File: config.mk
export PLATFORM = sky130hd
export DESIGN_NAME = id_ex_stage_reg
export DESIGN_NICKNAME = d
export VERILOG_FILES = /design/src/rtl/id_ex_stage_reg.sv
export SDC_FILE = /design/constraint.sdc
export NUM_CORES = 1
export LEC_CHECK = 0
export CAP_MARGIN = 20
export CORE_AREA = 2 2 139 141
export CTS_BUF_LIST = sky130_fd_sc_hd__clkbuf_4
export DETAILED_ROUTE_END_ITERATION = 16
export DIE_AREA = 0 0 141 143
export HOLD_SLACK_MARGIN = 0.03
export PLACE_DENSITY = 0.69
export SLEW_MARGIN = 20
export SYNTH_ARGS = -nofsm -noshare
export SYNTH_HDL_FRONTEND = slang
export SYNTH_SLANG_ARGS = --single-unit
export TNS_END_PERCENT = 50
File: constraint.sdc
create_clock -name clk -period 2.3 [get_ports clk]
set_input_delay 0.345 -clock clk [delete_from_list [all_inputs] [get_ports clk]]
set_output_delay 0.345 -clock clk [all_outputs]
set_load 0.02 [all_outputs]
File: src/rtl/id_ex_stage_reg.sv
// ID/EX pipeline register: captures the decoded instruction, operands and controls,
// detects load-use hazards and counts bubbles. Optional WB bypass via ID_WB_BYPASS_EN.
module id_ex_stage_reg #(
    parameter int DW    = 32,
    parameter int AW    = 5,
    parameter int CNT_W = 16
) (
    input  logic             clk,
    input  logic             rst_n,
    input  logic             id_valid,
    input  logic [DW-1:0]    id_pc,
    input  logic [AW-1:0]    id_rs,
    input  logic [AW-1:0]    id_rt,
    input  logic [AW-1:0]    id_rd,
    input  logic [DW-1:0]    id_rs_data,
    input  logic [DW-1:0]    id_rt_data,
    input  logic [15:0]      id_imm,
    input  logic             id_uses_rt,
    input  logic             id_reg_write,
    input  logic             id_mem_read,
    input  logic             id_mem_write,
    input  logic             id_mem_to_reg,
    input  logic             id_alu_src,
    input  logic             id_reg_dst,
    input  logic [3:0]       id_alu_op,
    input  logic             wb_reg_write,
    input  logic [AW-1:0]    wb_rd,
    input  logic [DW-1:0]    wb_data,
    input  logic             flush,
    input  logic             ex_stall,
    output logic             id_hold,
    output logic             hazard_stall,
    output logic             ex_valid,
    output logic [DW-1:0]    ex_pc,
    output logic [AW-1:0]    ex_rs,
    output logic [AW-1:0]    ex_rt,
    output logic [AW-1:0]    ex_dst,
    output logic [DW-1:0]    ex_rs_data,
    output logic [DW-1:0]    ex_rt_data,
    output logic [DW-1:0]    ex_imm,
    output logic             ex_reg_write,
    output logic             ex_mem_read,
    output logic             ex_mem_write,
    output logic             ex_mem_to_reg,
    output logic             ex_alu_src,
    output logic [3:0]       ex_alu_op,
    output logic [CNT_W-1:0] bubble_cnt
);

    logic             ex_valid_q, ex_valid_d;
    logic [DW-1:0]    ex_pc_q, ex_pc_d;
    logic [AW-1:0]    ex_rs_q, ex_rs_d;
    logic [AW-1:0]    ex_rt_q, ex_rt_d;
    logic [AW-1:0]    ex_dst_q, ex_dst_d;
    logic [DW-1:0]    ex_rs_data_q, ex_rs_data_d;
    logic [DW-1:0]    ex_rt_data_q, ex_rt_data_d;
    logic [DW-1:0]    ex_imm_q, ex_imm_d;
    logic             ex_reg_write_q, ex_reg_write_d;
    logic             ex_mem_read_q, ex_mem_read_d;
    logic             ex_mem_write_q, ex_mem_write_d;
    logic             ex_mem_to_reg_q, ex_mem_to_reg_d;
    logic             ex_alu_src_q, ex_alu_src_d;
    logic [3:0]       ex_alu_op_q, ex_alu_op_d;
    logic [CNT_W-1:0] bubble_cnt_q, bubble_cnt_d;

    logic [DW-1:0]    rs_data_sel;
    logic [DW-1:0]    rt_data_sel;
    logic             dst_match;

`ifdef ID_WB_BYPASS_EN
    // A same-cycle register file write is not yet visible on the read ports.
    always_comb begin
        rs_data_sel = id_rs_data;
        rt_data_sel = id_rt_data;
        if (wb_reg_write && (wb_rd != '0) && (wb_rd == id_rs)) rs_data_sel = wb_data;
        if (wb_reg_write && (wb_rd != '0) && (wb_rd == id_rt)) rt_data_sel = wb_data;
    end
`else
    logic unused_wb;
    assign unused_wb   = ^{wb_reg_write, wb_rd, wb_data};
    assign rs_data_sel = id_rs_data;
    assign rt_data_sel = id_rt_data;
`endif

    // Hold protocol: id_hold=1 means IF/ID must keep its instruction; EX accepts
    // a new entry on any edge where ex_stall=0 (a bubble when flushed or hazarded).
    assign dst_match    = (ex_dst_q == id_rs) || (id_uses_rt && (ex_dst_q == id_rt));
    assign hazard_stall = id_valid && !flush && ex_valid_q && ex_mem_read_q
                          && (ex_dst_q != '0) && dst_match;
    assign id_hold      = hazard_stall || ex_stall;

    always_comb begin
        ex_valid_d      = ex_valid_q;
        ex_pc_d         = ex_pc_q;
        ex_rs_d         = ex_rs_q;
        ex_rt_d         = ex_rt_q;
        ex_dst_d        = ex_dst_q;
        ex_rs_data_d    = ex_rs_data_q;
        ex_rt_data_d    = ex_rt_data_q;
        ex_imm_d        = ex_imm_q;
        ex_reg_write_d  = ex_reg_write_q;
        ex_mem_read_d   = ex_mem_read_q;
        ex_mem_write_d  = ex_mem_write_q;
        ex_mem_to_reg_d = ex_mem_to_reg_q;
        ex_alu_src_d    = ex_alu_src_q;
        ex_alu_op_d     = ex_alu_op_q;
        bubble_cnt_d    = bubble_cnt_q;
        if (ex_stall) begin
            bubble_cnt_d = bubble_cnt_q;
        end else if (flush || hazard_stall) begin
            ex_valid_d      = 1'b0;
            ex_pc_d         = '0;
            ex_rs_d         = '0;
            ex_rt_d         = '0;
            ex_dst_d        = '0;
            ex_rs_data_d    = '0;
            ex_rt_data_d    = '0;
            ex_imm_d        = '0;
            ex_reg_write_d  = 1'b0;
            ex_mem_read_d   = 1'b0;
            ex_mem_write_d  = 1'b0;
            ex_mem_to_reg_d = 1'b0;
            ex_alu_src_d    = 1'b0;
            ex_alu_op_d     = '0;
            if (hazard_stall && (bubble_cnt_q != '1)) bubble_cnt_d = bubble_cnt_q + 1'b1;
        end else begin
            ex_valid_d      = id_valid;
            ex_pc_d         = id_pc;
            ex_rs_d         = id_rs;
            ex_rt_d         = id_rt;
            ex_dst_d        = id_reg_dst ? id_rd : id_rt;
            ex_rs_data_d    = rs_data_sel;
            ex_rt_data_d    = rt_data_sel;
            ex_imm_d        = {{(DW-16){id_imm[15]}}, id_imm};
            ex_reg_write_d  = id_valid && id_reg_write;
            ex_mem_read_d   = id_valid && id_mem_read;
            ex_mem_write_d  = id_valid && id_mem_write;
            ex_mem_to_reg_d = id_valid && id_mem_to_reg;
            ex_alu_src_d    = id_valid && id_alu_src;
            ex_alu_op_d     = id_valid ? id_alu_op : 4'd0;
        end
    end

    always_ff @(posedge clk) begin
        if (!rst_n) begin
            ex_valid_q      <= 1'b0;
            ex_pc_q         <= '0;
            ex_rs_q         <= '0;
            ex_rt_q         <= '0;
            ex_dst_q        <= '0;
            ex_rs_data_q    <= '0;
            ex_rt_data_q    <= '0;
            ex_imm_q        <= '0;
            ex_reg_write_q  <= 1'b0;
            ex_mem_read_q   <= 1'b0;
            ex_mem_write_q  <= 1'b0;
            ex_mem_to_reg_q <= 1'b0;
            ex_alu_src_q    <= 1'b0;
            ex_alu_op_q     <= '0;
            bubble_cnt_q    <= '0;
        end else begin
            ex_valid_q      <= ex_valid_d;
            ex_pc_q         <= ex_pc_d;
            ex_rs_q         <= ex_rs_d;
            ex_rt_q         <= ex_rt_d;
            ex_dst_q        <= ex_dst_d;
            ex_rs_data_q    <= ex_rs_data_d;
            ex_rt_data_q    <= ex_rt_data_d;
            ex_imm_q        <= ex_imm_d;
            ex_reg_write_q  <= ex_reg_write_d;
            ex_mem_read_q   <= ex_mem_read_d;
            ex_mem_write_q  <= ex_mem_write_d;
            ex_mem_to_reg_q <= ex_mem_to_reg_d;
            ex_alu_src_q    <= ex_alu_src_d;
            ex_alu_op_q     <= ex_alu_op_d;
            bubble_cnt_q    <= bubble_cnt_d;
        end
    end

    assign ex_valid      = ex_valid_q;
    assign ex_pc         = ex_pc_q;
    assign ex_rs         = ex_rs_q;
    assign ex_rt         = ex_rt_q;
    assign ex_dst        = ex_dst_q;
    assign ex_rs_data    = ex_rs_data_q;
    assign ex_rt_data    = ex_rt_data_q;
    assign ex_imm        = ex_imm_q;
    assign ex_reg_write  = ex_reg_write_q;
    assign ex_mem_read   = ex_mem_read_q;
    assign ex_mem_write  = ex_mem_write_q;
    assign ex_mem_to_reg = ex_mem_to_reg_q;
    assign ex_alu_src    = ex_alu_src_q;
    assign ex_alu_op     = ex_alu_op_q;
    assign bubble_cnt    = bubble_cnt_q;

endmodule
Word-level counts from Yosys, hierarchy flattened
Cells that the tools add are included.
{ "totals": {"reg_bits": 169, "inputBits": 181, "output_inout_bits": 171, "wordCells": 54} }
{ "classes": {"addsub": 1, "eq_ne": 3, "mux": 16, "bitwise_logic": 1, "reduce_logical": 18} }
{ "ops": {"columns": ["cell", "count"], "rows": [
  ["32-bit 2-to-1 mux", 4],
  ["5-bit 2-to-1 mux", 4],
  ["16-bit by 1-bit adder with 16-bit output, second input constant", 1],
  ["16-bit != test, second input constant", 1],
  ["1-bit logical AND", 12],
  ["5-bit equality test", 2],
  ["4-bit 2-to-1 mux", 2],
  ["1-bit 2-to-1 mux", 6],
  ["5-bit nonzero test", 1],
  ["1-bit logical OR", 3],
  ["3-bit AND reduction", 1],
  ["1-bit zero test", 1],
  ["1-bit inverter", 1]
]} }

Depth between registers and ports, before layout
{ "logic_depth": {"depth_word": 8, "ltp_mapped": 8, "mapped_depth_nobuf": 6} }

Worst setup path before layout
No wires, ideal clock.
{ "synth_timing": {"kind": "flip-flop to output port", "startpoint": "reg ex_dst_q[3], in the netlist ex_dst[3]", "endpoint": "out id_hold", "t_arrival_ps": 2165, "t_required_ps": 1955, "setup_slack_ps": -210, "stages_incl_launch_ff": 7, "path_buffers": 1, "path_cell_list": "dfxtp_1 -> xor2_1 -> nor4_2 -> a32oi_2 -> clkbuf_1 -> nor3_1 -> or2_2"} }
{ "synth_between": {"elab_chain_cells": 5, "word_cells_on_any_way": 8, "cone_classes": "eq/ne: 2; reduce/logical: 6"} }
{ "synth_lines": {"columns": ["item", "line_no", "rtl"], "rows": [
  ["start, declared", "54", "logic [AW-1:0] ex_dst_q, ex_dst_d;"],
  ["start signal, assigned", "166", "ex_dst_q <= ex_dst_d;"],
  ["5-bit equality test", "87", "assign dst_match = (ex_dst_q == id_rs) || (id_uses_rt && (ex_dst_q == id_rt));"],
  ["1-bit logical AND", "87", null],
  ["1-bit logical OR", "87", null],
  ["1-bit logical AND (*)", "89", "&& (ex_dst_q != '0) && dst_match;"],
  ["via hazard_stall", "32", "output logic hazard_stall,"],
  ["1-bit logical OR (*)", "90", "assign id_hold = hazard_stall || ex_stall;"],
  ["end, declared", "31", "output logic id_hold,"]
]} }
The timed path passes the listed nets; every way through them passes the cells marked *.

Final worst setup path
{ "layout_timing": {"startpoint": "reg ex_dst_q[1], in the netlist ex_dst[1]", "endpoint": "out id_hold"} }
{ "layout_between": {"elab_chain_cells": 5, "word_cells_on_any_way": 8, "cone_classes": "eq/ne: 2; reduce/logical: 6"} }
{ "layout_lines": {"columns": ["item", "line_no"], "rows": [
  ["5-bit equality test", "87"],
  ["1-bit logical AND", "87"],
  ["1-bit logical OR", "87"],
  ["1-bit logical AND (*)", "89"],
  ["1-bit logical OR (*)", "90"]
]} }
Mark *: on every way between the ends. The rest lies on a longest branch, timed or not.

==> metrics.csv <==
stage,metric,value,unit
floorplan,ioPinCount,352,
worst_setup_path,start_kind,register,
worst_setup_path,crit_family,simple AND/OR/NAND/NOR gates,
run_status,status,finished with violations,
floorplan,die-area,20200,µm²
power,switching_share,28.0,%
logic_synthesis,synth-xor-area-share,1.64,%
cts,clock-sinks,153,
cts,cts_buffers,17,
global_routing,grtUsageMet2,27.1,%
power,clkPwrFrac,28.9,%
routing,via_per_inst,4.75,
worst_setup_path,path_buf_inv,1,
worst_setup_path,path_cells,or4_4 -> nor2_4 -> nor3_4 -> or2_4 -> buf_6,
global_routing,grt_max_degree,73,
worst_setup_path,path_depth,5,
logic_synthesis,yosysSeqAreaShare,57.5,%
sta,setup_tns,-31.7,ps
worst_setup_path,r2r_start,ex_dst[3],
place,numPortBuffers,313,
global_routing,grt_util_met1,18.3,%
global_routing,antenna_found_initial,1,
global_routing,first_global_vias,4731,
final_layout,fin_nets,952,
logic_synthesis,synthesis.area,5330,µm²
floorplan,initial_utilization,28.7,%
sta,worst_pin_slew,343,ps
place,gp_congestion,0.779,
routing,initialDrtViolationCount,175,
global_routing,grt_busiest_layer,met2,
final_layout,drive_gt1_share,11.5,%
logic_synthesis,synth_compound_area_share,25.8,%
power,power.switching,1.44,mW
power,p_seq_share,54.3,%
final_layout,fillers,1743,
worst_setup_path,r2r-end,ex_imm[0],
logic_synthesis,syn-num-nets,638,
worst_setup_path,critPathKind,reg2out,
routing,dr.pass1.iters,4,
worst_setup_path,crit_start,ex_dst[1],
logic_synthesis,ys_types,37,
final_layout,multi_input_area,2030,µm²
global_routing,grt_use_total,16.0,%
sta,setup_viol,1,
cts,clkLatencyLatePin,530,ps
final_layout,utilization,49.1,%
sta,setup_ws,-31.7,ps
sta,fmax,0.429,GHz
routing,wl_per_cell,16.7,µm
logic_synthesis,synth_edf_count,0,
hold_path,min_path_cells,2,
final_layout,ff_latch_area,3070,µm²
worst_setup_path,crit_path_max_fanout,2,
routing,drc,0,
floorplan,core_area,18600,µm²
power,power.share.combinational,16.9,%
routing,drt_wl_total,17000,µm
cts,holdBufCountCts,0,
run_status,violations,negative setup slack,
global_routing,grt_pass1_wl,25400,µm
power,internal_power,3.71,mW
worst_setup_path,required,1960,ps
logic_synthesis,synth_top_area_share,57.5,%
cts,tritoncts,built,
sta,fin_crit_sh,101,%
power,power_density,565,nW/µm²
logic_synthesis,synthMuxAreaShare,2.18,%
cts,ctsRootBufferMaster,clkbuf_4,
floorplan,die_x,141,µm
hold_path,whs_endpoint,ex_rt_data[30],
logic_synthesis,synth.avg_cell_area,11.7,µm²
floorplan,die_h,143,µm
power,p_leak,3.44,nW
worst_setup_path,slowest_delay,570,ps
floorplan,core.rowCount,50,
logic_synthesis,ys_seq_elements,153,
worst_setup_path,end_kind,output port,
flow_run,cap_violations,0,
worst_setup_path,rr_worst_depth,7,
logic_synthesis,synthArstFlopShare,0,%
hold_path,hp-start,id_rt_data[30],
place,place_hpwl,12300,µm
sta,grt_setup_unrepaired,true,
routing,antenna_left,0,
sta,fin_crit,2330,ps
sta,relSlewSlack,77.1,%
cts,clk_pin_slew,140,ps
routing,vias,4840,
worst_setup_path,r2r_slack,150,ps
cts,clockBufferDepth,2,
power,ir_drop,0.389,mV
logic_synthesis,synth_top_family_by_area,compound AO/OA/AOI/OAI gates,
hold_path,worstHoldPathType,in2reg,
worst_setup_path,slowest_stage,or4_4,
logic_synthesis,synth_area_leaders,"dfxtp_1 57%, a22o_1 21%, buf_4 2.3%",
sta,hold_viol_final,0,
logic_synthesis,netlist_instances,456,
sta,skew,32.2,ps
cts,h-tree-depth,4,
final_layout,synthToLayoutAreaGrowth,71.2,%
global_routing,gr-total-overflow,0,
logic_synthesis,yosys.area_share.simple,7.14,%
logic_synthesis,synthAdderAreaFrac,0.235,%
global_routing,gr-usage-met3,7.41,%
place,dpl_worst_slack,-408,ps
worst_setup_path,critPathArrivalTime,1990,ps
logic_synthesis,synth_flop_cell,dfxtp_1,
sta,maxSlewViolCount,0,
logic_synthesis,yosysWarnings,0,
logic_synthesis,yosysTopAreaCell,dfxtp_1,
==> layout make-up <==
cell class / count / area share, %
Clock inverter: 14 / 1.21
Tap cell: 234 / 3.21
Inverter: 3 / 0.123
Clock buffer: 18 / 1.48
Multi-Input combinational cell: 247 / 22.2
Antenna cell: 1 / 0.0274
Sequential cell: 153 / 33.6
Timing Repair Buffer: 348 / 38.1
==> worst max-delay path by stage <==
stage | endpoint | slack, ps
floorplan | id_hold | 50
global placement | id_hold | -400
detailed placement | id_hold | -410
CTS | id_hold | -100
global route | id_hold | -230
finish | id_hold | -30
==> layer usage <==
| metal | vias up | part of all wire [%] |
|---|---|---|
| met1 | 2221 | 40 |
| met4 | 0 | 1.4 |
| met3 | 18 | 10 |
| met5 | - | 0 |
| li1 | 2371 | - |
| met2 | 230 | 48 |
==> cells by family after synthesis <==
logic type / after synthesis
compound gates: 160
xor+xnor: 10
fa+ha+maj: 1
buf+inv: 56
flops: 153
mux: 11
simple gates: 65
==> cells in the mapped netlist (all sizes together), types with 2 or more instances <==
| library cell | instances |
|---|---|
| clkbuf | 20 |
| nor2 | 6 |
| a21oi | 9 |
| nor3 | 8 |
| or3 | 2 |
| or4 | 8 |
| a22o | 128 |
| inv | 3 |
| nand2 | 11 |
| and4 | 2 |
| xor2 | 9 |
| and3 | 3 |
| mux2 | 5 |
| mux2i | 6 |
| nand3 | 5 |
| a32o | 9 |
| o21ai | 2 |
| nand4 | 8 |
| buf | 33 |
| o31ai | 7 |
| nand2b | 6 |
| dfxtp | 153 |
==> metrics by stage <==
| stage | area (µm²) | std cells | hold slack [ps] | total power [mW] |
|---|---|---|---|---|
| 2_1_floorplan | 5340 | 456 | 471 | 3.17 |
| 3_3_place_gp | 8810 | 983 | 447 | 3.71 |
| 3_5_place_dp | 8810 | 983 | 457 | 3.71 |
| 4_1_cts | 9090 | 1016 | 319 | 5.25 |
| 5_1_grt | 9130 | 1018 | 324 | 5.42 |
| 6_report | 9130 | 1018 | 399 | 5.16 |
==> timing repair <==
item | CTS | global route
cloned | 0 | 1
setup buffers | 1 | 0
setup endpoints to repair | 19 | 59
pin swaps | 4 | 1
resized for setup | 21 | 1
==> power by group through the flow <==
| stage | logic (mW) | registers [mW] | clock network, mW |
|---|---|---|---|
| finish | 0.869 | 2.80 | 1.49 |
| global placement | 0.852 | 2.85 | 0 |
| detailed placement | 0.856 | 2.86 | 0 |
| floorplan | 0.210 | 2.97 | 0 |
| global route | 0.923 | 2.81 | 1.68 |
| CTS | 0.871 | 2.80 | 1.58 |
==> cell usage in the layout (no fill, tap or decap), types with 3 or more instances in the layout <==
master           instances
a32o_1                   9
nor3_1                   6
nand3_1                  5
clkinvlp_4               3
nand2_1                 11
nand4_1                  8
mux2i_1                  6
mux2_2                   5
dfxtp_1                148
xor2_1                   8
buf_12                   4
clkbuf_4                18
nand2b_1                 6
nor2_1                   4
a22o_1                 128
inv_1                    3
a21oi_1                  9
and3_1                   3
buf_4                   29
inv_6                    7
clkdlybuf4s50_1        311
o31ai_1                  7
dfxtp_2                  5
or4_1                    7
No activity file was read; power rests on OpenSTA's default activity.
